<file path="config.mk">
export PLATFORM = sky130hd
export DESIGN_NAME = fft_r4_dif_bfly_stage_flat
export DESIGN_NICKNAME = d
export VERILOG_FILES = /design/src/rtl/fft_r4_dif_bfly_stage_pkg.sv /design/src/rtl/fft_r4_dif_bfly_stage_if.sv /design/src/rtl/fft_r4_dif_bfly_stage_r4_bfly_core.sv /design/src/rtl/fft_r4_dif_bfly_stage.sv /design/src/flat_wrapper.sv
export SDC_FILE = /design/constraint.sdc
export NUM_CORES = 1
export LEC_CHECK = 0
export BUFFER_PORTS_ARGS = -buffer_cell sky130_fd_sc_hd__buf_4
export CAP_MARGIN = 25
export CORE_ASPECT_RATIO = 0.5
export CORE_MARGIN = 2
export CORE_UTILIZATION = 40
export DETAILED_ROUTE_END_ITERATION = 8
export PLACE_DENSITY_LB_ADDON = 0.15
export SLEW_MARGIN = 10
export SYNTH_ARGS = -nofsm -noshare
export SYNTH_HDL_FRONTEND = slang
export SYNTH_SLANG_ARGS = --single-unit
</file>
<file path="constraint.sdc">
create_clock -name i_clk -period 11.6 [get_ports i_clk]
set_input_delay 0.58 -clock i_clk [delete_from_list [all_inputs] [get_ports i_clk]]
set_output_delay 0.58 -clock i_clk [all_outputs]
set_load 0.03 [all_outputs]
</file>
<file path="src/rtl/fft_r4_dif_bfly_stage_pkg.sv">
// fft_r4_dif_bfly_stage_pkg: frame sizing, scaling selectors and complex helpers for the radix-4 DIF stage
package fft_r4_dif_bfly_stage_pkg;
  localparam string TYPE_FWD = "forvard";
  localparam string TYPE_INV = "invers";
  localparam string SCALE_NONE = "none";
  localparam string SCALE_DIV4 = "div4";
  localparam int CW = 32;
  typedef struct packed {
    logic signed [CW-1:0] re;
    logic signed [CW-1:0] im;
  } cplx_t;
  function automatic int nfft(int s);
    return 1 << s;
  endfunction
  function automatic int nq(int s);
    return 1 << (s - 2);
  endfunction
  function automatic int ow_calc(int w, bit div4);
    return div4 ? w : w + 2;
  endfunction
  function automatic cplx_t cadd(cplx_t x, cplx_t y);
    return '{re: x.re + y.re, im: x.im + y.im};
  endfunction
  function automatic cplx_t csub(cplx_t x, cplx_t y);
    return '{re: x.re - y.re, im: x.im - y.im};
  endfunction
  function automatic cplx_t mul_j(cplx_t x, logic neg);
    return neg ? '{re: x.im, im: -x.re} : '{re: -x.im, im: x.re};
  endfunction
endpackage

</file>
<file path="src/rtl/fft_r4_dif_bfly_stage_if.sv">
// fft_r4_dif_bfly_stage_if: serial sample input and parallel butterfly output bundle
interface fft_r4_dif_bfly_stage_if #(
  parameter int W = 16,
  parameter int OW = 18
);
  logic valid;
  logic signed [W-1:0] data_i, data_q;
  logic en, last;
  logic [15:0] fi_deg;
  logic signed [OW-1:0] out_data0_i, out_data0_q, out_data1_i, out_data1_q;
  logic signed [OW-1:0] out_data2_i, out_data2_q, out_data3_i, out_data3_q;
  modport master (
    output valid, data_i, data_q,
    input en, last, fi_deg, out_data0_i, out_data0_q, out_data1_i, out_data1_q,
    input out_data2_i, out_data2_q, out_data3_i, out_data3_q
  );
  modport slave (
    input valid, data_i, data_q,
    output en, last, fi_deg, out_data0_i, out_data0_q, out_data1_i, out_data1_q,
    output out_data2_i, out_data2_q, out_data3_i, out_data3_q
  );
endinterface

</file>
<file path="src/rtl/fft_r4_dif_bfly_stage_r4_bfly_core.sv">
// fft_r4_dif_bfly_stage_r4_bfly_core: registered 4-point radix-4 DIF butterfly with optional rounded /4
module fft_r4_dif_bfly_stage_r4_bfly_core
  import fft_r4_dif_bfly_stage_pkg::*;
#(
  parameter int DATA_FFT_SIZE = 16,
  parameter string TYPE = "forvard",
  parameter string SCALE = "none",
  localparam int OW = ow_calc(DATA_FFT_SIZE, SCALE == SCALE_DIV4)
) (
  input logic i_clk,
  input logic i_rst,
  input logic i_en,
  input logic signed [DATA_FFT_SIZE-1:0] i_data_i [4],
  input logic signed [DATA_FFT_SIZE-1:0] i_data_q [4],
  output logic o_en,
  output logic signed [OW-1:0] o_data_i [4],
  output logic signed [OW-1:0] o_data_q [4]
);
  localparam bit INV = TYPE == TYPE_INV;
  localparam bit DIV4 = SCALE == SCALE_DIV4;
  cplx_t v [4];
  cplx_t x [4];
  cplx_t t;
  function automatic logic signed [OW-1:0] rnd(logic signed [CW-1:0] s);
    return DIV4 ? OW'((s + CW'(2)) >>> 2) : OW'(s);
  endfunction
  always_comb begin
    for (int i = 0; i < 4; i++) v[i] = '{re: CW'(i_data_i[i]), im: CW'(i_data_q[i])};
    t = mul_j(csub(v[3], v[1]), INV);
    x[0] = cadd(cadd(v[0], v[2]), cadd(v[1], v[3]));
    x[2] = csub(cadd(v[0], v[2]), cadd(v[1], v[3]));
    x[1] = cadd(csub(v[0], v[2]), t);
    x[3] = csub(csub(v[0], v[2]), t);
  end
  always_ff @(posedge i_clk) begin
    if (i_rst) begin
      o_en <= 1'b0;
      for (int i = 0; i < 4; i++) begin
        o_data_i[i] <= '0;
        o_data_q[i] <= '0;
      end
    end else begin
      o_en <= i_en;
      if (i_en)
        for (int i = 0; i < 4; i++) begin
          o_data_i[i] <= rnd(x[i].re);
          o_data_q[i] <= rnd(x[i].im);
        end
    end
  end
endmodule

</file>
<file path="src/rtl/fft_r4_dif_bfly_stage.sv">
// fft_r4_dif_bfly_stage: serial-in radix-4 DIF stage buffering 3N/4 samples and issuing one butterfly per last-quarter sample
module fft_r4_dif_bfly_stage
  import fft_r4_dif_bfly_stage_pkg::*;
#(
  parameter int SIZE_DATA_FI = 4,
  parameter int DATA_FFT_SIZE = 16,
  parameter string TYPE = "forvard",
  parameter string SCALE = "none"
) (
  input logic i_clk,
  input logic i_rst,
  fft_r4_dif_bfly_stage_if.slave bus
);
  localparam int N = nfft(SIZE_DATA_FI);
  localparam int NQ = nq(SIZE_DATA_FI);
  localparam int QW = SIZE_DATA_FI - 2;
  localparam int W = DATA_FFT_SIZE;
  localparam int OW = ow_calc(W, SCALE == SCALE_DIV4);
  logic [SIZE_DATA_FI-1:0] n;
  logic [1:0] sel;
  logic [QW-1:0] addr, k1;
  logic [2*W-1:0] mem [3][NQ];
  logic [2*W-1:0] rd [3];
  logic v1, last1;
  logic signed [W-1:0] d1_i, d1_q;
  logic signed [W-1:0] c_i [4], c_q [4];
  logic signed [OW-1:0] x_i [4], x_q [4];
  assign sel = n[SIZE_DATA_FI-1 -: 2];
  assign addr = n[QW-1:0];
  always_ff @(posedge i_clk) begin
    if (bus.valid) begin
      if (sel != 2'd3) mem[sel][addr] <= {bus.data_i, bus.data_q};
      else for (int b = 0; b < 3; b++) rd[b] <= mem[b][addr];
    end
  end
  always_ff @(posedge i_clk) begin
    if (i_rst) begin
      n <= '0;
      v1 <= 1'b0;
      last1 <= 1'b0;
      k1 <= '0;
      d1_i <= '0;
      d1_q <= '0;
    end else begin
      v1 <= bus.valid && sel == 2'd3;
      if (bus.valid) begin
        n <= n + 1'b1;
        k1 <= addr;
        last1 <= n == SIZE_DATA_FI'(N - 1);
        d1_i <= bus.data_i;
        d1_q <= bus.data_q;
      end
    end
  end
  always_comb begin
    for (int b = 0; b < 3; b++) begin
      c_i[b] = rd[b][2*W-1:W];
      c_q[b] = rd[b][W-1:0];
    end
    c_i[3] = d1_i;
    c_q[3] = d1_q;
  end
  fft_r4_dif_bfly_stage_r4_bfly_core #(
    .DATA_FFT_SIZE(W),
    .TYPE(TYPE),
    .SCALE(SCALE)
  ) core (
    .i_clk(i_clk),
    .i_rst(i_rst),
    .i_en(v1),
    .i_data_i(c_i),
    .i_data_q(c_q),
    .o_en(bus.en),
    .o_data_i(x_i),
    .o_data_q(x_q)
  );
  always_ff @(posedge i_clk) begin
    if (i_rst) begin
      bus.fi_deg <= '0;
      bus.last <= 1'b0;
    end else begin
      bus.last <= v1 && last1;
      if (v1) bus.fi_deg <= 16'(k1);
    end
  end
  assign bus.out_data0_i = x_i[0];
  assign bus.out_data0_q = x_q[0];
  assign bus.out_data1_i = x_i[1];
  assign bus.out_data1_q = x_q[1];
  assign bus.out_data2_i = x_i[2];
  assign bus.out_data2_q = x_q[2];
  assign bus.out_data3_i = x_i[3];
  assign bus.out_data3_q = x_q[3];
endmodule

</file>
<file path="src/flat_wrapper.sv">
// flat-port wrapper written by rule: the top's interface ports become plain ports
module fft_r4_dif_bfly_stage_flat import fft_r4_dif_bfly_stage_pkg::*;
#(
  parameter int SIZE_DATA_FI = 4,
  parameter int DATA_FFT_SIZE = 16,
  parameter string TYPE = "       ",
  parameter string SCALE = "    "
)
  (i_clk, i_rst, bus_valid, bus_data_i, bus_data_q, bus_en, bus_last, bus_fi_deg, bus_out_data0_i, bus_out_data0_q, bus_out_data1_i, bus_out_data1_q, bus_out_data2_i, bus_out_data2_q, bus_out_data3_i, bus_out_data3_q);
  fft_r4_dif_bfly_stage_if #(.W(16), .OW(18)) bus_i ();
  input logic i_clk;
  input logic i_rst;
  input wire logic [$bits(bus_i.valid)-1:0] bus_valid;
  input wire logic [$bits(bus_i.data_i)-1:0] bus_data_i;
  input wire logic [$bits(bus_i.data_q)-1:0] bus_data_q;
  output wire logic [$bits(bus_i.en)-1:0] bus_en;
  output wire logic [$bits(bus_i.last)-1:0] bus_last;
  output wire logic [$bits(bus_i.fi_deg)-1:0] bus_fi_deg;
  output wire logic [$bits(bus_i.out_data0_i)-1:0] bus_out_data0_i;
  output wire logic [$bits(bus_i.out_data0_q)-1:0] bus_out_data0_q;
  output wire logic [$bits(bus_i.out_data1_i)-1:0] bus_out_data1_i;
  output wire logic [$bits(bus_i.out_data1_q)-1:0] bus_out_data1_q;
  output wire logic [$bits(bus_i.out_data2_i)-1:0] bus_out_data2_i;
  output wire logic [$bits(bus_i.out_data2_q)-1:0] bus_out_data2_q;
  output wire logic [$bits(bus_i.out_data3_i)-1:0] bus_out_data3_i;
  output wire logic [$bits(bus_i.out_data3_q)-1:0] bus_out_data3_q;
  assign bus_i.valid = bus_valid;
  assign bus_i.data_i = bus_data_i;
  assign bus_i.data_q = bus_data_q;
  assign bus_en = bus_i.en;
  assign bus_last = bus_i.last;
  assign bus_fi_deg = bus_i.fi_deg;
  assign bus_out_data0_i = bus_i.out_data0_i;
  assign bus_out_data0_q = bus_i.out_data0_q;
  assign bus_out_data1_i = bus_i.out_data1_i;
  assign bus_out_data1_q = bus_i.out_data1_q;
  assign bus_out_data2_i = bus_i.out_data2_i;
  assign bus_out_data2_q = bus_i.out_data2_q;
  assign bus_out_data3_i = bus_i.out_data3_i;
  assign bus_out_data3_q = bus_i.out_data3_q;
  fft_r4_dif_bfly_stage #(.SIZE_DATA_FI(SIZE_DATA_FI), .DATA_FFT_SIZE(DATA_FFT_SIZE), .TYPE(TYPE), .SCALE(SCALE)) u_core (.i_clk(i_clk), .i_rst(i_rst), .bus(bus_i));
endmodule
</file>
==> impl_metrics.csv <==
group,metric,value,unit
placement,io_buffers,182,
layout,fillers,7993,
power_and_ir_drop,clkPwrFrac,0.399,
placement,place_congestion,0.928,
route,via_per_inst,5.39,
logic_synthesis,yosysTopAreaCell,"edfxtp_1",
route,avgRoutedWirePerCell,23.9,um
global_route,grt_pass1_wl,149000,um
sta,finalCriticalPeriod,4790,ps
layout,seqCellArea,0.0181,mm^2
clocking,clockBufferDepth,3,
sta,rsz0062_at_grt,"false",
sta,setup_ws,6810,ps
route,drtIter0Drc,2356,
placement,dp_hpwl,76500,um
route,num_vias,23300,
clocking,cts.sinks,664,
critical_path,crit_required,12190,ps
logic_synthesis,yosysMostFrequentCell,"edfxtp_1",
sta,hold_violations,0,
route,route.detailed.drc,0,
sta,worstMarginPinSlew,1040,ps
logic_synthesis,syn_area,0.0350,mm^2
floorplan,dieArea,0.0899,mm^2
hold_path,hold_path_class,"primary input to register",
critical_path,path_max_fanout,7,
power_and_ir_drop,combPwrFrac,0.127,
critical_path,worstSetupPathType,"register to register",
sta,slew-limit-headroom,0.301,
logic_synthesis,yosysWarnings,0,
critical_path,arrival,5390,ps
global_route,grt_pass1_vias,21600,
route,wl,103000,um
sta,timing.fmax,209,MHz
global_route,antenna_found_initial,6,
global_route,grt_max_degree,93,
clocking,cts.clk_slew.worst_paths,70,ps
layout,multi_input_area,0.0154,mm^2
run,max-cap-violations,0,
floorplan,rows,76,
layout,syn2layout_area_growth,13.6,%
sta,finalCritPeriodShare,0.413,
clocking,insertion_delay,670,ps
logic_synthesis,synth_area_leaders,"edfxtp_1, dfxtp_1, ha_1, mux4_2, xnor2_1",
global_route,gr-total-overflow,0,
floorplan,fp.dieW,422,um
floorplan,num_io_pins,197,
clocking,cts_max_level,3,
sta,slew_violations,0,
logic_synthesis,synth_async_sr_flop_share,0,
logic_synthesis,seq_area_frac_synth,0.518,
logic_synthesis,ys_types,94,
layout,drive_above_1_share,0.144,
floorplan,core_area,0.0863,mm^2
clocking,cts_hold_buf,0,
power_and_ir_drop,powerDensity,139,mW/mm^2
power_and_ir_drop,internal-power,0.00406,W
critical_path,end_kind,"register",
power_and_ir_drop,leakagePower,15.2,nW
power_and_ir_drop,power_switching,0.00144,W
sta,finClkSkew,33.4,ps
logic_synthesis,ys_ff_latch,664,
power_and_ir_drop,pwr-share-seq,0.474,
sta,fin_tns_setup,0,ps
power_and_ir_drop,swShare,0.262,
clocking,post-cts-setup-buffer-count,0,
layout,antenna_cells,0,
floorplan,die_height,213,um
logic_synthesis,synth_edf_count,480,
sta,setup_viol,0,
route,firstDrtPassIters,6,
clocking,cts_tree,"yes",
logic_synthesis,yosys-top-cells-count,"edfxtp_1, nor2_1, ha_1",
logic_synthesis,syn_inst,2960,
run_status,status,"completed",
power_and_ir_drop,vdd_ir_drop_max,0.0899,mV
clocking,cts_resized,0,
clocking,cts_root_buf,"clkbuf_16",
logic_synthesis,synth_top_flop_cell,"edfxtp_1",
floorplan,initial_core_util,0.405,
placement,pre_cts_ws,6870,ps
route,ant_nets,0,
logic_synthesis,synth_top_area_share,0.412,
global_route,grt_usage,0.227,
logic_synthesis,synth.avg_cell_area,11.8,um^2
critical_path,startpoint_type,"register",
layout,layout.nets,3420,
clocking,cts_buffers,66,
## critical path, stage by stage (launching register included)
cell and delay, ps:
edfxtp_1 360, inv_1 50, ha_1 200, fa_1 420
nor2b_1 120, o21ai_0 100, a21oi_1 210, o21ai_0 130
a21oi_1 300, o21ai_1 130, a21boi_0 210, mux2_2 370
or2_1 240, ha_1 390, nor2_1 170, nand4_1 140
a311oi_1 580, a311oi_1 220, nor4b_1 270, a211o_1 130
## cell type report
type,count,area share
timing repair buffer,205,0.0403
tap,1170,0.0368
sequential,664,0.456
multi-input combinational,1912,0.387
clock buffer,94,0.0467
clock inverter,28,0.00995
inverter,252,0.0238
## state kept, by name, indices dropped and copies added, names as in the netlist
register and cells:
u_core.mem 384, u_core.rd 96, u_core.core.o_data_i 70, u_core.core.o_data_q 70, u_core.d1_i 16, u_core.d1_q 16
u_core.n 4, u_core.bus.fi_deg 2, u_core.k1 2, u_core.bus.last 1, u_core.core.o_en 1, u_core.last1 1
u_core.v1 1
## power by group through the flow
stage	Clock (W)	Sequential [W]	Combinational, W
3_5_place_dp	0	0.00266	0.000695
2_1_floorplan	0	0.00264	0.000493
4_1_cts	0.00225	0.00261	0.000697
5_1_grt	0.00235	0.00261	0.000763
6_report	0.00220	0.00261	0.000701
3_3_place_gp	0	0.00266	0.000690
## routing by layer
layer	part of all wire	track usage	vias up	routed length, um
li1	-	-	10900	-
met4	0.014	0.0404	2	1490
met1	0.51	0.363	11500	53100
met3	0.098	0.0785	93	10100
met2	0.37	0.288	736	38500
met5	0.00013	0	-	13
## through the flow
stage / area, um^2 / hold slack [ps] / utilization / total power [W] / cells
after detailed placement: 37400 / 452 / 0.434 / 0.00336 / 4202
after floorplan: 35000 / 446 / - / 0.00313 / 2973
final: 39700 / 189 / 0.460 / 0.00551 / 4325
after global placement: 37400 / 441 / 0.433 / 0.00335 / 4199
after CTS: 39700 / 146 / 0.460 / 0.00556 / 4324
after global routing: 39700 / 164 / 0.460 / 0.00572 / 4325
## cell usage in the layout, fill, tap and decap left out, types with 16 or more instances in the layout
cell type    n
edfxtp_1   480
a211oi_1    70
clkbuf_1    18
nor3_1      58
and3_1      16
inv_1      249
o21a_1      17
o21ai_1     25
xnor2_1    160
a21o_1      39
mux4_2      96
fa_1        16
or3_1       21
nand2b_1    27
nor2_1     306
dfxtp_1    181
mux2i_1     71
o21bai_1    42
nand3_1     29
clkbuf_16   66
a21oi_1    160
nand2_1    102
buf_4      200
o21ai_0     78
a31oi_1     19
ha_1       268
xor2_1      39
nor2b_1     37
## kinds of logic after synthesis
group | after synthesis | synth area share
other cells | 1 | 0.000107
fa+ha+maj | 284 | 0.105
mux | 168 | 0.0825
flops | 664 | 0.518
buf+inv | 397 | 0.0452
compound gates | 573 | 0.110
simple gates | 674 | 0.0901
xor+xnor | 199 | 0.0498
## worst paths after layout
kind         depth (start not counted)                               endpoint                             startpoint  slack (ps)
max                                 19  u_core.core.o_data_i[16]$_SDFFE_PP0P_             u_core.rd[0][32]$_DFFE_PP_        6810
min                                  1           u_core.mem[0][123]$_DFFE_PP_                         bus_data_i[11]         190
max reg2reg                         19  u_core.core.o_data_i[16]$_SDFFE_PP0P_             u_core.rd[0][32]$_DFFE_PP_        6810
min reg2reg                          2  u_core.core.o_data_q[58]$_SDFFE_PP0P_  u_core.core.o_data_q[58]$_SDFFE_PP0P_         460
Power figures use the tool's default switching activity.
